## src/rtl/adc_sample_fifo.sv

```systemverilog
// ADC sample capture: detects completed RD windows, averages 2^AVG_LOG2 samples
// and buffers the averages in a show-ahead FIFO behind a valid/ready stream.
module adc_sample_fifo #(
  parameter int DATA_W   = 8,
  parameter int AVG_LOG2 = 2,
  parameter int FIFO_AW  = 4
) (
  input  logic               clk_100M,
  input  logic               reset,
  input  logic               enable,
  input  logic               adc_rd,
  input  logic [DATA_W-1:0]  sample_in,
  input  logic               clear_ovf,
  output logic [DATA_W-1:0]  m_data,
  output logic               m_valid,
  input  logic               m_ready,
  output logic [FIFO_AW:0]   fifo_level,
  output logic               overflow,
  output logic [15:0]        sample_count
);

  localparam int ACC_W = DATA_W + AVG_LOG2;
  localparam int CNT_W = (AVG_LOG2 > 0) ? AVG_LOG2 : 1;
  localparam int DEPTH = 1 << FIFO_AW;
  // With AVG_LOG2=0 the last-count value is 0, so every strobe pushes.
  localparam logic [CNT_W-1:0]   CNT_LAST  = CNT_W'((1 << AVG_LOG2) - 1);
  localparam logic [FIFO_AW:0]   LEVEL_MAX = (FIFO_AW + 1)'(DEPTH);

  logic               rd_q, rd_d;
  logic [ACC_W-1:0]   acc_q, acc_d;
  logic [CNT_W-1:0]   cnt_q, cnt_d;
  logic               push_q, push_d;
  logic [DATA_W-1:0]  push_data_q, push_data_d;
  logic [FIFO_AW-1:0] wr_ptr_q, wr_ptr_d;
  logic [FIFO_AW-1:0] rd_ptr_q, rd_ptr_d;
  logic [FIFO_AW:0]   level_q, level_d;
  logic               overflow_q, overflow_d;
  logic [15:0]        count_q, count_d;

  logic [DATA_W-1:0]  mem [DEPTH];

  logic               strb;
  logic [ACC_W-1:0]   sum;
  logic               full, pop, wr_en, drop;

  always_comb begin
    rd_d        = adc_rd;
    strb        = enable & adc_rd & ~rd_q;
    sum         = acc_q + ACC_W'(sample_in);
    acc_d       = acc_q;
    cnt_d       = cnt_q;
    push_d      = 1'b0;
    push_data_d = push_data_q;
    if (!enable) begin
      acc_d = '0;
      cnt_d = '0;
    end else if (strb) begin
      if (cnt_q == CNT_LAST) begin
        push_d      = 1'b1;
        push_data_d = DATA_W'(sum >> AVG_LOG2);
        acc_d       = '0;
        cnt_d       = '0;
      end else begin
        acc_d = sum;
        cnt_d = cnt_q + 1'b1;
      end
    end
  end

  always_comb begin
    m_valid    = (level_q != '0);
    full       = (level_q == LEVEL_MAX);
    pop        = m_valid & m_ready;
    // A pop frees the slot in the same cycle, so a push into a full FIFO still lands.
    wr_en      = push_q & (~full | pop);
    drop       = push_q & full & ~pop;
    wr_ptr_d   = wr_ptr_q;
    rd_ptr_d   = rd_ptr_q;
    level_d    = level_q;
    count_d    = count_q;
    if (wr_en) begin
      wr_ptr_d = wr_ptr_q + 1'b1;
      count_d  = count_q + 16'd1;
    end
    if (pop) rd_ptr_d = rd_ptr_q + 1'b1;
    case ({wr_en, pop})
      2'b10:   level_d = level_q + 1'b1;
      2'b01:   level_d = level_q - 1'b1;
      default: level_d = level_q;
    endcase
    overflow_d = drop | (overflow_q & ~clear_ovf);
  end

  always_ff @(posedge clk_100M or negedge reset) begin
    if (!reset) begin
      rd_q        <= 1'b1;
      acc_q       <= '0;
      cnt_q       <= '0;
      push_q      <= 1'b0;
      push_data_q <= '0;
      wr_ptr_q    <= '0;
      rd_ptr_q    <= '0;
      level_q     <= '0;
      overflow_q  <= 1'b0;
      count_q     <= '0;
    end else begin
      rd_q        <= rd_d;
      acc_q       <= acc_d;
      cnt_q       <= cnt_d;
      push_q      <= push_d;
      push_data_q <= push_data_d;
      wr_ptr_q    <= wr_ptr_d;
      rd_ptr_q    <= rd_ptr_d;
      level_q     <= level_d;
      overflow_q  <= overflow_d;
      count_q     <= count_d;
    end
  end

  always_ff @(posedge clk_100M) begin
    if (wr_en) mem[wr_ptr_q] <= push_data_q;
  end

  // Empty FIFO presents zero rather than stale array contents.
  assign m_data       = m_valid ? mem[rd_ptr_q] : '0;
  assign fifo_level   = level_q;
  assign overflow     = overflow_q;
  assign sample_count = count_q;

endmodule

```

## config.mk

```make
export PLATFORM = sky130hd
export DESIGN_NAME = adc_sample_fifo
export DESIGN_NICKNAME = d
export VERILOG_FILES = /design/src/rtl/adc_sample_fifo.sv
export SDC_FILE = /design/constraint.sdc
export NUM_CORES = 1
export LEC_CHECK = 0
export CAP_MARGIN = 20
export CORE_MARGIN = 2
export CORE_UTILIZATION = 40
export CTS_CLUSTER_DIAMETER = 50
export DETAILED_ROUTE_END_ITERATION = 12
export GPL_ROUTABILITY_DRIVEN = 0
export PLACE_DENSITY = 0.62
export SKIP_CTS_REPAIR_TIMING = 1
export SYNTH_ARGS = -nofsm -noshare
export SYNTH_HDL_FRONTEND = slang
export SYNTH_SLANG_ARGS = --single-unit
```

## constraint.sdc

```tcl
create_clock -name clk_100M -period 4.3 [get_ports clk_100M]
set_input_delay 0.645 -clock clk_100M [delete_from_list [all_inputs] [get_ports clk_100M]]
set_output_delay 0.645 -clock clk_100M [all_outputs]
set_load 0.01 [all_outputs]
```

### Word level (Yosys, flattened, before mapping)

Memories as Yosys holds them, arrays and structs flattened.
Cells that the tools add are included.

| word-level totals | value |
|---|---|
| flip-flop bits (word level) | 52 |
| memory bits (writable) | 128 |
| output and inout bits | 31 |
| word-level logic and storage cells | 52 |
| memories kept | 1 |

| cells by class | value |
|---|---|
| add/subtract/negate cells | 7 |
| equal/unequal tests | 5 |
| multiplexer cells | 13 |
| bitwise gates (word level) | 13 |
| reduce and logical (&&, ||, !) cells | 3 |

Memories:

| memory | depth | bits a word | rd ports | clocked after memory_dff | write ports | RTL line | text |
|---|---|---|---|---|---|---|---|
| mem | 16 | 8 | 1 | 0 | 1 | 40 | `logic [DATA_W-1:0] mem [DEPTH];` |

Operator list:

| cell | count |
|---|---|
| $mux 10 | 3 |
| $add 16x1->16 const B | 1 |
| $add 10x8->10 | 1 |
| $pmux 5 s2 | 1 |
| $add 4x1->4 const B | 2 |
| $mux 8 | 1 |
| $and 1x1->1 | 7 |
| $mux 2 | 3 |
| $add 5x1->5 const B | 1 |
| $eq 5x5->1 const B | 1 |
| $mux 1 | 5 |
| $reduce_bool 5->1 | 1 |
| $sub 5x1->5 const B | 1 |
| $eq 2x2->1 const B | 2 |
| $not 1->1 | 4 |
| $reduce_and 3->1 | 1 |
| $add 2x1->2 const B | 1 |
| $eq 2x1->1 const B | 1 |
| $ne 2x1->1 const B | 1 |
| $or 1x1->1 | 2 |
| $reduce_bool 2->1 | 1 |

### Depth between registers and ports, before layout

Gate-level depths: netlist (run 1).

| logic depth | value |
|---|---|
| depth in word-level cells | 6 |
| mapped depth | 12 |
| mapped depth without buffers | 10 |

### Worst setup path after synthesis (run 1)

No wires, ideal clock.

| timing path | value |
|---|---|
| path kind | flip-flop to flip-flop |
| from | register level_q[1], in the netlist fifo_level[1] |
| to | register level_q[4], in the netlist fifo_level[4] |
| library setup time | 0.132 ns |
| data arrival time | 2.412 ns |
| path slack | 1.756 ns |
| stages on the path, launching flop included | 13 |
| path buffers | 2 |
| period minus slack after synthesis | 2.544 ns |
| cell sequence | dfrtp_1 buf_6 nor4_2 nand2b_1 and2_1 clkbuf_1 xor2_1 ha_1 o31a_1 nor3_1 o21ai_0 o31ai_1 o31ai_1 |

| on the way | value |
|---|---|
| longest elaborated chain between the ends | 6 |
| elaborated cells between the ends (all ways) | 12 |
| those cells by class | add/sub (2); eq/ne (3); mux (1); bitwise (4); reduce/logical (2) |

Ends and longest elaborated chain:

| item | RTL line | text |
|---|---|---|
| from (decl) | 36 | `logic [FIFO_AW:0] level_q, level_d;` |
| from (signal assigned) | 114 | `level_q <= level_d;` |
| $reduce_bool 5->1 * | 71 | `m_valid = (level_q != '0);` |
| net m_valid | 15 | `output logic m_valid,` |
| $and 1x1->1 * | 73 | `pop = m_valid & m_ready;` |
| $or 1x1->1 | 75 | `wr_en = push_q & (~full \| pop);` |
| $and 1x1->1 | 75 |  |
| $eq 2x1->1 / $eq 2x2->1 (equally long branches) | 86 | `case ({wr_en, pop})` |
| $pmux 5 s2 / $reduce_bool 2->1 (equally long branches) | -- |  |

The timed path passes the listed nets; every way through them passes the cells marked *.
A chain may end at the register's enable or synchronous reset.

### Worst setup path after layout (run 1)

| timing path | value |
|---|---|
| from | register level_q[1], in the netlist fifo_level[1] |
| to | output m_data[5] |

| on the way | value |
|---|---|
| longest elaborated chain between the ends | 2 |

Ends and longest elaborated chain:

| item | RTL line | text |
|---|---|---|
| $reduce_bool 5->1 | 71 |  |
| $mux 8 | 125 | `assign m_data = m_valid ? mem[rd_ptr_q] : '0;` |
| to (decl) | 14 | `output logic [DATA_W-1:0] m_data,` |

No other way between the ends.

==> impl_metrics.csv, run 1 <==
group,metric,value,unit
outcome,status,"finished, final reports clean",
synth,synth_edf_count,128,
finish,final-seq-area,0.00515,mm^2
routing,wl_per_cell,19.0,um
synth,postSynthCellCount,479,
synth,syn_avg_cell_area,16.1,um^2
critical_path,path_max_fanout,10,
sta,tns,0,ns
synth,netlist_area,0.00772,mm^2
critical_path,max_stage_delay,0.53,ns
clock_tree,cts_tree,"built",
run,max_cap_viol_count,0,
critical_path,worstSetupStartpoint,"fifo_level[1]",
sta,fin_skew,0.0125,ns
critical_path,endpoint,"m_data[5]",
sta,report.final.setup_viol,0,
synth,netlist.area_leader.share,49.8,%
finish,fin_nets,559,
finish,layout-area-overhead-vs-synth,16.5,%
place,dp.cells,768,
sta,max_freq,280,MHz
power,seqPwrFrac,44.1,%
power,peakVddDrop,0.287,mV
routing,num_vias,4234,
critical_path,path_cells,"nor4_2 -> nand2b_1 -> nand2b_1 -> o22ai_1 -> clkdlybuf4s50_1",
sta,worst_pin_slew,0.842,ns
synth,yosysTopAreaCell,"edfxtp_1",
power,powerDensity,523,mW/mm^2
clock_tree,clk_latency,0.43,ns
global_route,grt_max_degree,35,
critical_path,crit_top_cell,"nand2b_1",
sta,final.min_clock_period,3.57,ns
floorplanning,core,0.0188,mm^2
sta,post-route-period-util,83.1,%
synth,synth.area.top_cells,"edfxtp_1 50%, dfrtp_1 17%, mux4_2 9.3%, xnor2_1 3.1%, ha_1 2.8%",
power,power_frac_comb,24.7,%
synth,synth_nets,511,
finish,multi_input_area,0.00243,mm^2
critical_path,crit_type,"flop to output port",
sta,hold_violations,0,
critical_path,cp-start-kind,"flop",
power,finalPower,0.00470,W
floorplanning,placementRows,50,
power,switchingPower,0.00139,W
floorplanning,die_area,0.0204,mm^2
place,detailed_place_hpwl,10.2,mm
routing,drc,0,
global_route,grt_pass1_vias,4489,
sta,rsz0062_at_grt,"false",
sta,relSlewSlack,43.7,%
finish,final_layout_size_suffix_gt1_share,15.0,%
floorplanning,initial_core_util,41.0,%
global_route,antenna_found_initial,0,
power,intPower,0.00331,W
synth,ys.flop_type,"edfxtp_1",
clock_tree,clock_sinks,180,
clock_tree,clock_tree.htree_level_count,4,
critical_path,worstPathArrival,2.93,ns
floorplanning,die_x,143,um
floorplanning,ios,45,
routing,wl,15.2,mm
synth,ys_warn_count,0,
clock_tree,path_clk_slew,0.07,ns
global_route,grt.overflow.total,0,
synth,seq_area_frac_synth,66.7,%
critical_path,reg2reg_depth,9,
synth,async_reset_ff_share,28.9,%
critical_path,rr_endpoint,"fifo_level[4]",
clock_tree,clockBufferDepth,2,
global_route,grt_use_total,16.1,%
floorplanning,die_h,143,um
critical_path,r2r-start,"fifo_level[1]",
routing,routed_via_density,5.29,
power,p_leak,3.07,nW
synth,synth-seq-cells,180,
critical_path,regToRegSetupSlack,1.57,ns
routing,first_pass_iters,4,
synth,synth.distinct_cells,49,
clock_tree,cts_root_buffer,"clkbuf_16",
finish,fill_cells,1594,
finish,diodes,0,
sta,slew_violations,0,
min_path,hold_class,"input pin to asynchronous set/reset pin",
critical_path,cp_slowest_cell,"clkdlybuf4s50_1",
critical_path,cp.required,3.65,ns
finish,instances_no_fill,800,
place,portBuffers,44,
global_route,grt_pass1_wl,24.6,mm
clock_tree,cts_buffers,17,
critical_path,critPathCaptureType,"output port",
power,pwr-share-clk,31.1,%
routing,final_antenna_net_count,0,
routing,drt-initial-drc-count,222,
finish,fin_util,47.7,%
power,switching_share,29.6,%
==> kinds of logic (layout without fill, tap and decap cells) <==
kind of cell / Yosys count / in the layout / share of synthesized area [%]
compound gates: 55 / 55 / 4.75
simple gates: 106 / 106 / 7.49
mux: 56 / 56 / 12.5
buf+inv: 31 / 92 / 1.77
fa+ha+maj: 18 / 18 / 3.02
xor+xnor: 33 / 33 / 3.75
flops: 180 / 180 / 66.7
==> power groups by stage <==
stage | clock network, W | registers [W] | logic, W
after floorplan | 0 | 0.00201 | 0.000843
after global placement | 0 | 0.00211 | 0.00116
after detailed placement | 0 | 0.00212 | 0.00118
after CTS | 0.00150 | 0.00209 | 0.00119
after global routing | 0.00157 | 0.00210 | 0.00127
final | 0.00146 | 0.00208 | 0.00116
==> area by class of cell <==
cell class,count,share of cell area (%)
flip-flops and latches,180,57.3
multi-input cells,268,27.1
repair buffers,48,5.32
clock buffers,17,4.73
well taps,260,3.62
clock inverters,15,1.49
inverters,12,0.501
==> per-layer routing <==
layer | track usage, % | part of all wire [%] | vias up | routed length, um
met4 | 4.27 | 0.90 | 0 | 137
li1 | - | - | 1955 | -
met2 | 26.0 | 49 | 94 | 7430
met1 | 21.7 | 45 | 2172 | 6910
met5 | 0 | 0 | - | 0
met3 | 4.23 | 4.8 | 13 | 724
==> flip-flops by register name (all words and copies together) (netlist names) <==
| register | count |
|---|---|
| push_data_q | 8 |
| fifo_level | 5 |
| overflow | 1 |
| cnt_q | 2 |
| sample_count | 16 |
| wr_ptr_q | 4 |
| acc_q | 10 |
| rd_q | 1 |
| mem | 128 |
| rd_ptr_q | 4 |
| push_q | 1 |
==> critical path: cells and delay by family, from the launching register on <==
kind / cells / cell delay, ns
flip-flops: 1 / 0.51
AO/OA/AOI/OAI: 1 / 0.25
buffers and inverters: 1 / 0.53
AND/OR/NAND/NOR: 3 / 1.21
==> cells in the final DEF (no fill, tap or decap), types with 9 or more instances in the layout <==
cell / Yosys / final
nor2_1: 9 / 9
xnor2_1: 27 / 27
ha_1: 17 / 17
a21oi_1: 9 / 9
and3_1: 9 / 9
mux4_2: 32 / 32
clkdlybuf4s50_1: 0 / 43
nand4_1: 11 / 11
nand3_1: 10 / 10
o22ai_1: 10 / 10
mux2i_1: 18 / 18
dfrtp_1: 51 / 50
edfxtp_1: 128 / 128
clkbuf_16: 0 / 17
inv_1: 11 / 11
o21ai_0: 10 / 10
nand2_1: 29 / 29
nor3_1: 10 / 10
==> Yosys cell counts (10+ instances only) <==
cell type  number
edfxtp_1      128
dfrtp_1        51
mux4_2         32
nand2_1        29
xnor2_1        27
mux2i_1        18
ha_1           17
clkbuf_1       12
inv_1          11
nand4_1        11
nand3_1        10
nor3_1         10
o21ai_0        10
o22ai_1        10
==> worst min path at each step <==
stage	from	endpoint	slack (ns)	depth (start not counted)
5_1_grt	reset	acc_q[0]	0.29	1
3_3_place_gp	sample_count[15]	sample_count[15]	0.47	1
3_5_place_dp	sample_count[15]	sample_count[15]	0.47	1
6_report	reset	acc_q[0]	0.25	1
4_1_cts	reset	acc_q[0]	0.25	1
2_1_floorplan	reset	acc_q[0]	0.35	0
==> through the flow <==
| stage | worst slack (ns) | area [um^2] | hold WS, ns |
|---|---|---|---|
| after CTS | 0.701 | 8990 | 0.248 |
| after floorplan | 1.76 | 7720 | 0.349 |
| after global routing | 0.568 | 8990 | 0.290 |
| after detailed placement | 1.17 | 8430 | 0.468 |
| final | 0.725 | 8990 | 0.247 |
| after global placement | 1.21 | 8430 | 0.466 |
(Power assumes the default switching activity.)
==> run 2, diff against run 1 <==
- clock period: 4.3 -> 3.7 ns (I/O delays scaled with it)
==> impl_metrics.csv, run 2 (synthesized netlist as in run 1, its figures left out) <==
group,metric,value,unit
place,portBuffers,44,
finish,final-seq-area,0.00515,mm^2
routing,num_vias,4279,
finish,final_cell_mix,"128 x edfxtp_1, 50 x dfrtp_1, 43 x clkdlybuf4s50_1",
clock_tree,cts_tree,"built",
sta,report.final.setup_viol,0,
finish,layout-area-overhead-vs-synth,17.0,%
floorplanning,core,0.0188,mm^2
power,pwr-share-clk,31.6,%
critical_path,critPathCaptureType,"output port",
routing,final_antenna_net_count,0,
finish,diodes,0,
power,powerDensity,618,mW/mm^2
routing,routed_via_density,5.33,
global_route,grt_pass1_wl,25.5,mm
sta,hold_violations,0,
floorplanning,ios,45,
sta,worst_pin_slew,0.960,ns
routing,wl_per_cell,20.0,um
clock_tree,clk_latency,0.43,ns
sta,slew_violations,0,
clock_tree,clockBufferDepth,2,
finish,final_common_cell,"edfxtp_1",
floorplanning,die_x,143,um
global_route,grt_pass1_vias,4471,
critical_path,cp-start-kind,"flop",
power,p_leak,3.10,nW
finish,final_layout_size_suffix_gt1_share,15.5,%
critical_path,cpLargestDelayFamily,"simple AND/OR/NAND/NOR gates",
sta,max_freq,305,MHz
finish,top_register,"mem",
clock_tree,path_clk_slew,0.07,ns
critical_path,max_stage_delay,0.51,ns
floorplanning,placementRows,50,
finish,fin_nets,562,
power,switching_share,30.3,%
power,power_frac_comb,26.2,%
clock_tree,cts_buffers,17,
power,intPower,0.00389,W
routing,drc,0,
clock_tree,cts_root_buffer,"clkbuf_16",
routing,drt-initial-drc-count,268,
sta,hold_ws,0.281,ns
floorplanning,initial_core_util,41.0,%
min_path,hold_class,"input pin to asynchronous set/reset pin",
sta,tns,0,ns
critical_path,worstPathArrival,2.72,ns
outcome,status,"finished, final reports clean",
routing,first_pass_iters,4,
critical_path,cp_slowest_cell,"clkdlybuf4s50_1",
critical_path,crit_buf_inv,1,
floorplanning,die_h,143,um
clock_tree,clock_sinks,180,
sta,final.min_clock_period,3.28,ns
finish,fill_cells,1610,
global_route,grt.overflow.total,0,
floorplanning,die_area,0.0204,mm^2
power,seqPwrFrac,42.3,%
power,peakVddDrop,0.310,mV
critical_path,path_cells,"nor4_2 -> nand2b_1 -> nand2_1 -> o22ai_1 -> clkdlybuf4s50_1",
routing,wl,16.1,mm
routing,met2_length,7.68,mm
global_route,grt_use_total,17.0,%
power,finalPower,0.00558,W
global_route,antenna_found_initial,0,
routing,wl_met1,7.68,mm
critical_path,cp.required,3.14,ns
routing,dr_wl_met3,570,um
sta,rsz0062_at_grt,"false",
finish,largest_reg_flops,128,
run,max_cap_viol_count,0,
sta,post-route-period-util,88.5,%
global_route,grt_max_degree,42,
sta,relSlewSlack,36.0,%
sta,fin_skew,0.0114,ns
critical_path,crit_type,"flop to output port",
routing,top_layer,"met4",
finish,fin_util,48.0,%
clock_tree,clock_tree.htree_level_count,4,
finish,multi_input_area,0.00243,mm^2
power,switchingPower,0.00169,W
critical_path,path_max_fanout,10,
place,detailed_place_hpwl,10.6,mm
==> run 2: cell types whose count changed in the layout (fill, tap and decap cells not counted), sizes merged <==
cell      previous run  this run
buf                  5         8
clkinvlp             4         2
inv                 20        22
==> run 2: cell type report <==
class / count / share of cell area, %
flip-flops and latches: 180 / 57.0
multi-input cells: 268 / 27.0
repair buffers: 51 / 5.54
clock buffers: 17 / 4.71
well taps: 260 / 3.60
clock inverters: 15 / 1.68
inverters: 12 / 0.499
==> run 2: final timing paths <==
| path | from | cells after the start | end | slack, ns |
|---|---|---|---|---|
| min in group clk_100M | sample_count[15] | 1 | sample_count[15] | 0.48 |
| min reg2reg | sample_count[15] | 1 | sample_count[15] | 0.48 |
| max | fifo_level[1] | 5 | m_data[5] | 0.42 |
| min | reset | 1 | acc_q[3] | 0.28 |
| max in group asynchronous | reset | 2 | rd_q | 2.61 |
| max reg2reg | fifo_level[1] | 10 | fifo_level[4] | 0.99 |
==> run 2: power by group through the flow <==
stage	Sequential (W)	Combinational, W	Clock, W
5_1_grt	0.00237	0.00159	0.00187
4_1_cts	0.00236	0.00148	0.00180
2_1_floorplan	0.00234	0.000979	0
3_5_place_dp	0.00240	0.00147	0
3_3_place_gp	0.00240	0.00144	0
6_report	0.00236	0.00146	0.00176
==> run 2: per-stage QoR <==
step                      setup slack [ns]  cell area (um^2)  cells
after floorplan                       1.16              7720    479
after global placement               0.886              8450    771
after detailed placement             0.729              8450    771
after CTS                            0.390              9030    803
after global routing                 0.237              9030    803
final                                0.424              9030    803
==> run 2: layer usage <==
metal | track usage [%] | vias to the layer above
met1 | 24.2 | 2211
li1 | - | 1971
met4 | 5.32 | 0
met3 | 3.42 | 9
met5 | 0 | -
met2 | 26.3 | 88
==> run 2: worst register-to-register path, cell delays in order (launching register included) <==
cell and delay [ns]:
dfrtp_1 0.50, nor4_2 0.45, nand2b_1 0.28, and2_1 0.28
xor2_1 0.17, ha_1 0.24, a31oi_1 0.12, nor3_1 0.22
o21ai_0 0.14, o31ai_1 0.08, o31ai_1 0.11
==> run 3, diff against run 2 <==
- CORE_MARGIN: 2 -> not set
- CORE_UTILIZATION: 40 -> 59
- PLACE_DENSITY: 0.62 -> 0.84
==> impl_metrics.csv, run 3 (synthesized netlist as in run 1, its figures left out) <==
group,metric,value,unit
critical_path,max_stage_delay,0.50,ns
routing,wl_per_cell,20.9,um
sta,timing.final.ws_setup,0.432,ns
sta,post-route-period-util,88.3,%
routing,routed_via_density,6.07,
sta,rsz0062_at_grt,"false",
place,detailed_place_hpwl,9.55,mm
sta,report.final.setup_viol,0,
clock_tree,clk_latency,0.44,ns
sta,slew_violations,0,
critical_path,cp-start-kind,"flop",
finish,final_cell_mix,"128 x edfxtp_1, 50 x dfrtp_1, 43 x clkdlybuf4s50_1",
global_route,antenna_found_initial,0,
critical_path,path_cells,"nor4_2 -> nand2b_1 -> nand2_1 -> o22ai_1 -> clkdlybuf4s50_1",
clock_tree,clockBufferDepth,2,
routing,first_pass_iters,5,
critical_path,r2r-start,"fifo_level[1]",
global_route,use_met3,6.90,%
critical_path,rr_endpoint,"fifo_level[4]",
outcome,status,"finished, final reports clean",
floorplanning,die_x,116,um
global_route,grt_pass1_wl,24.0,mm
place,portBuffers,44,
run,max_cap_viol_count,0,
global_route,use_met2,41.2,%
finish,final_layout_size_suffix_gt1_share,14.4,%
clock_tree,cts_tree,"built",
finish,diodes,0,
critical_path,path_max_fanout,10,
finish,final_common_cell,"edfxtp_1",
routing,drc,0,
clock_tree,clock_tree.htree_level_count,4,
sta,final.min_clock_period,3.27,ns
finish,layout-area-overhead-vs-synth,16.0,%
sta,hold_violations,0,
finish,fin_nets,562,
global_route,grt_busiest_layer,"met2",
finish,top_register,"mem",
floorplanning,initial_core_util,60.9,%
routing,drt-initial-drc-count,336,
floorplanning,placementRows,41,
critical_path,critPathCaptureType,"output port",
sta,fin_skew,0.0128,ns
critical_path,worstPathArrival,2.71,ns
clock_tree,cts_root_buffer,"clkbuf_16",
global_route,grt_max_degree,44,
clock_tree,path_clk_slew,0.07,ns
min_path,hold_class,"input pin to asynchronous set/reset pin",
routing,wl,15.0,mm
floorplanning,ios,45,
routing,final_antenna_net_count,0,
power,p_leak,3.11,nW
critical_path,cp.required,3.14,ns
power,powerDensity,627,mW/mm^2
power,finalPower,0.00561,W
critical_path,cp_slowest_cell,"dfrtp_1",
global_route,use_met1,32.0,%
floorplanning,die_area,0.0135,mm^2
clock_tree,clock_sinks,180,
critical_path,crit_type,"flop to output port",
routing,num_vias,4336,
finish,fill_cells,809,
floorplanning,core,0.0127,mm^2
global_route,grt.overflow.total,0,
critical_path,reg2reg_depth,10,
sta,max_freq,306,MHz
global_route,grt_pass1_vias,4525,
critical_path,regToRegSetupSlack,0.84,ns
floorplanning,die_h,116,um
clock_tree,cts_buffers,17,
finish,largest_reg_flops,128,
sta,tns,0,ns
power,peakVddDrop,0.319,mV
global_route,grt_use_total,25.0,%
place,place_ws,0.713,ns
sta,worst_pin_slew,0.980,ns
sta,relSlewSlack,34.7,%
[run 3: layout make-up]
| class | instances | area (um^2) | area share, % |
|---|---|---|---|
| Clock buffer | 20 | 437 | 4.88 |
| Clock inverter | 11 | 160 | 1.79 |
| Inverter | 12 | 45.0 | 0.503 |
| Multi-Input combinational cell | 268 | 2430 | 27.2 |
| Sequential cell | 180 | 5150 | 57.5 |
| Tap cell | 172 | 215 | 2.40 |
| Timing Repair Buffer | 51 | 515 | 5.76 |
[run 3: critical path: cells and delay by family, from the launching register on]
kind	cells	cell delay, ns
buf+inv	1	0.50
compound gates	1	0.17
flops	1	0.50
simple gates	3	1.11
[run 3: stage by stage]
step	cell area, um^2	std cells	utilization (%)	hold slack [ns]
after floorplan	7720	479	-	0.259
after global placement	8330	681	65.7	0.462
after detailed placement	8330	681	65.7	0.465
after CTS	8920	712	70.4	0.308
after global routing	8950	714	70.7	0.457
final	8950	714	70.7	0.449
[run 3: worst max path at each step]
stage	startpoint	endpoint	slack, ns	cells past startpoint
after floorplan	fifo_level[1]	fifo_level[4]	1.16	12
after global placement	m_ready	fifo_level[4]	0.92	10
after detailed placement	m_ready	fifo_level[4]	0.71	10
after CTS	fifo_level[1]	m_data[4]	0.49	5
after global routing	fifo_level[1]	m_data[5]	0.37	5
final	fifo_level[1]	m_data[5]	0.43	5
[run 3: metal layers]
layer / vias to the layer above / wire, um
li1: 1967 / -
met1: 2203 / 6150
met2: 145 / 7430
met3: 21 / 1090
met4: 0 / 283
met5: - / 0
[run 3: where the power goes]
part	internal, W	switching [W]
clock network	0.00112	0.000716
registers	0.00222	0.000153
logic	0.000760	0.000646
